`src/rtl/cw_sequencer.sv`:
```
// cw_sequencer: issues a loaded program of datapath control words one per clock, with stall and status capture.
module cw_sequencer #(
  parameter int DEPTH = 16,
  parameter int AW    = 4,
  parameter int KW    = 64
) (
  input  logic           clock,
  input  logic           reset,
  input  logic           load_en,
  input  logic [AW-1:0]  load_addr,
  input  logic [KW+23:0] load_word,
  input  logic [AW:0]    prog_len,
  input  logic           start,
  input  logic           stall,
  output logic [4:0]     DA,
  output logic [4:0]     SA,
  output logic [4:0]     SB,
  output logic           W,
  output logic [KW-1:0]  K,
  output logic           BS,
  output logic [4:0]     FS,
  output logic           write,
  output logic           selEN,
  input  logic [3:0]     status,
  output logic [3:0]     status_last,
  output logic           busy,
  output logic           done
);
  localparam int CW = KW + 24;
  localparam logic [CW-1:0] NOP = CW'(1);
  localparam logic [1:0] IDLE = 2'd0, RUN = 2'd1, DRAIN = 2'd2;
  logic [1:0]    state;
  logic [AW-1:0] pc;
  logic [AW:0]   len;
  logic [AW:0]   len_c;
  logic          last;
  logic          live;
  logic [CW-1:0] cw;
  logic [CW-1:0] mem [DEPTH];
  assign len_c = prog_len > (AW+1)'(DEPTH) ? (AW+1)'(DEPTH) : prog_len;
  assign last = {1'b0, pc} == len - (AW+1)'(1);
  assign busy = state != IDLE;
  assign {DA, SA, SB, W, K, BS, FS, write, selEN} = cw;
  // Program memory survives reset; writes are only accepted while idle.
  always_ff @(posedge clock)
    if (load_en && state == IDLE) mem[load_addr] <= load_word;
  // live marks that cw holds an issued word, so its datapath status is worth capturing.
  always_ff @(posedge clock or negedge reset)
    if (!reset) begin
      state       <= IDLE;
      pc          <= '0;
      len         <= '0;
      cw          <= NOP;
      live        <= 1'b0;
      done        <= 1'b0;
      status_last <= '0;
    end else begin
      done <= 1'b0;
      if (live) status_last <= status;
      case (state)
        IDLE: begin
          cw   <= NOP;
          live <= 1'b0;
          if (start) begin
            len <= len_c;
            pc  <= '0;
            if (len_c == '0) done <= 1'b1;
            else state <= RUN;
          end
        end
        RUN: begin
          cw   <= stall ? NOP : mem[pc];
          live <= !stall;
          if (!stall) begin
            if (last) state <= DRAIN;
            else pc <= pc + AW'(1);
          end
        end
        DRAIN: begin
          cw    <= NOP;
          live  <= 1'b0;
          done  <= 1'b1;
          state <= IDLE;
        end
        default: state <= IDLE;
      endcase
    end
endmodule

```
`config.mk`:
```
export PLATFORM = sky130hd
export DESIGN_NAME = cw_sequencer
export DESIGN_NICKNAME = d
export VERILOG_FILES = /design/src/rtl/cw_sequencer.sv
export SDC_FILE = /design/constraint.sdc
export NUM_CORES = 2
export LEC_CHECK = 0
export CORE_MARGIN = 2
export CORE_UTILIZATION = 55
export DETAILED_ROUTE_END_ITERATION = 8
export PLACE_DENSITY = 0.77
export SETUP_SLACK_MARGIN = 0.02
export SLEW_MARGIN = 20
export SYNTH_ARGS = -nofsm -noshare
export SYNTH_HDL_FRONTEND = slang
export SYNTH_SLANG_ARGS = --single-unit
export TNS_END_PERCENT = 10
```
`constraint.sdc`:
```
create_clock -name clock -period 16.5 [get_ports clock]
set_input_delay 4.125 -clock clock [delete_from_list [all_inputs] [get_ports clock]]
set_output_delay 4.125 -clock clock [all_outputs]
set_load 0.02 [all_outputs]
```
==> results_dict.tcl <==
set metrics [dict create \
    status "complete, no violations" \
    clock_path_buffers 3 \
    power_density_nw_per_um2 158 \
    cts_tree "built" \
    setup_viol_count_final 0 \
    ys_async_sr_fraction_pct 6.94 \
    synthCells 2446 \
    rsz0062_at_grt "false" \
    synth_seq_cells 1513 \
    drive_gt1_share_pct 20.8 \
    cts_hold_buffers 0 \
    final_antenna_net_count 0 \
    rr_startpoint "pc[0]$_DFFE_PN0P_" \
    netlist_area_um2 57500 \
    io_pins 200 \
    cap_violations 0 \
    worstRegToRegCells 7 \
    synth_flop_cell "edfxtp_1" \
    drcViolationCount 0 \
    cts.sinks 1513 \
    finalClockSkew_ns 0.0315 \
    ff2ff_setup_slack_ns 11.64 \
    clk_pin_slew_ns 0.06 \
    crit_path_max_fanout 55 \
    post_synth.cell_area_avg_um2 23.5 \
    critical_path_class "input port to register" \
    place.gp.congestion 0.754 \
    hold_viol 0 \
    cts_buffers 148 \
    htreeDepth 4 \
    power_mw 10.4 \
    synth_area_leader_cell "edfxtp_1" \
    synth_edf_count 1408 \
    grt_util_all_layers_pct 24.7 \
    critPathCaptureType "register" \
    slew_viol_final 0 \
    fin_crit_ns 6.66 \
    synth_top_area_share_pct 73.5 \
    clock_latency_ns 0.75 \
    grt_pass1_wl_um 193000 \
    whs_endpoint "cw[23]$_DFFE_PN0P_" \
    post_cts_buffers 0 \
    port_buffers 199 \
    initial_utilization_pct 55.5 \
    first_global_vias 29000 \
    overflow 0 \
    worstReg2RegEnd "cw[41]$_DFFE_PN0P_" \
    hp-class "register to register" \
    post-route-period-util_pct 40.4 \
    synth_area_leaders "edfxtp_1 (74%), mux4_2 (12%), dfrtp_1 (4.5%)" \
    route.vias.total 27300 \
    fmax_mhz 150 \
    wl_um 130000 \
    ir_drop_v 0.000138 \
    die_h_um 327 \
    synthToLayoutAreaGrowth_pct 14.4 \
    relSlewSlack_pct 22.1 \
    vias_per_cell 6.47 \
    worstHoldStart "cw[23]$_DFFE_PN0P_" \
    antenna_found_initial 11 \
    ys_types 45 \
    rows 118 \
    tns_ns 0 \
    nets 2815 \
    worstSetupStartpointType "input port" \
    worstHoldPathCells 1 \
    die-area_um2 107000 \
    clock_tree.root_cell "clkbuf_16" \
    wire_per_inst_um 30.8 \
    grt_max_degree 180 \
    worstMarginPinSlew_ns 1.17 \
    drt_iter0_drc 3494 \
    dp_hpwl_um 66200 \
    cts.repair.resized 0 \
    cp.arrival_ns 7.02 \
    p_leak_nw 21.7 \
    seq_area_frac_synth_pct 78.1 \
    coreArea_um2 104000 \
    dieWidth_um 327 \
    firstDrtPassIters 5 \
    syn_nets 2554 \
    crit_required_ns 16.86 \
    yosysWarnings 0 \
    hold_ws_ns 0.478 \
]
==> layout make-up <==
cell class / instances / area, µm²
Multi-Input combinational cell: 798 / 11800
Timing Repair Buffer: 241 / 2360
Clock buffer: 196 / 4100
Inverter: 5 / 26.3
Fill cell: 6502 / 37900
Antenna cell: 5 / 12.5
Sequential cell: 1513 / 44900
Tap cell: 1380 / 1730
Clock inverter: 76 / 798
==> state kept, by name, summed over array words and instances (netlist names) <==
name         cells
state            2
len              5
cw              88
live             1
pc               4
status_last      4
mem           1408
done             1
==> cell usage after synthesis, types with 3 or more instances <==
cell,count
a21o_1,87
a21oi_1,3
a31oi_1,3
buf_1,8
buf_2,63
buf_6,37
buf_8,3
clkbuf_1,18
dfrtp_1,104
edfxtp_1,1408
inv_1,4
mux2_2,8
mux2i_1,174
mux4_1,55
mux4_2,297
nand2_1,11
nand2b_1,10
nand3_1,3
nor2_1,17
nor3_1,7
o21ai_0,5
o22ai_1,88
xor2_1,5
==> worst max-delay path by stage <==
stage	to	startpoint	slack, ns
final	mem[0][43]$_DFFE_PP_	load_en	9.84
after floorplan	mem[0][0]$_DFFE_PP_	load_addr[1]	5.34
after global placement	mem[8][71]$_DFFE_PP_	load_en	9.03
after global routing	mem[0][50]$_DFFE_PP_	load_en	9.75
after CTS	mem[8][68]$_DFFE_PP_	load_en	9.78
after detailed placement	mem[8][40]$_DFFE_PP_	load_en	9.03
==> routing by layer <==
| layer | global-route usage (%) | share of wire (%) |
|---|---|---|
| met1 | 33.4 | 37 |
| met2 | 40.6 | 51 |
| met3 | 5.43 | 9.8 |
| met4 | 8.03 | 2.4 |
| met5 | 0 | 0.052 |
==> report_power, final <==
group	switching, mW	leakage [nW]	internal (mW)
Sequential	0.173	14.0	4.32
Combinational	1.26	5.28	1.24
Clock	1.40	2.39	1.97
Total	2.84	21.7	7.54
==> per-stage QoR <==
stage | setup slack (ns) | utilization (%) | instances | area, µm²
after global routing | 9.75 | 63.5 | 4213 | 65800
after CTS | 9.78 | 63.4 | 4209 | 65700
after floorplan | 5.34 | - | 2446 | 57500
after global placement | 9.03 | 58.7 | 3937 | 60800
final | 9.84 | 63.5 | 4214 | 65800
after detailed placement | 9.03 | 58.7 | 3937 | 60800
==> critical path: stages <==
cell,delay (ns)
clkdlybuf4s50_1,0.60
nand2_1,0.09
or3_1,0.49
nor3_2,0.16
buf_4,0.56
buf_4,0.87
==> cells in the final DEF, fill, tap and decap left out, types with 10 or more instances in the layout <==
cell / netlist / layout
mux2i_1: 174 / 174
clkinv_1: 0 / 23
mux4_2: 297 / 297
a21o_1: 87 / 87
buf_4: 0 / 34
clkbuf_1: 18 / 32
dfrtp_1: 104 / 102
clkbuf_8: 0 / 11
bufinv_16: 0 / 14
nand2b_1: 10 / 10
nand2_1: 11 / 10
nor2_4: 0 / 12
o22ai_1: 88 / 88
clkbuf_16: 0 / 153
edfxtp_1: 1408 / 1408
mux4_1: 55 / 55
clkinv_2: 0 / 22
clkdlybuf4s50_1: 0 / 198
==> cells by family (layout without fill, tap and decap cells) <==
| family | count (synthesis) | count (layout) | synth area share (%) |
|---|---|---|---|
| DFF | 1513 | 1513 | 78.1 |
| muxes | 534 | 534 | 17.3 |
| AOI/OAI and AO/OA | 193 | 193 | 2.30 |
| buffers and inverters | 135 | 518 | 1.56 |
| and+or+nand+nor | 61 | 61 | 0.544 |
| xor gates and xnor gates | 8 | 8 | 0.146 |
| adders and majority gates | 2 | 2 | 0.0435 |
| other | 0 | 5 | 0 |
Power figures use the tool's default switching activity.
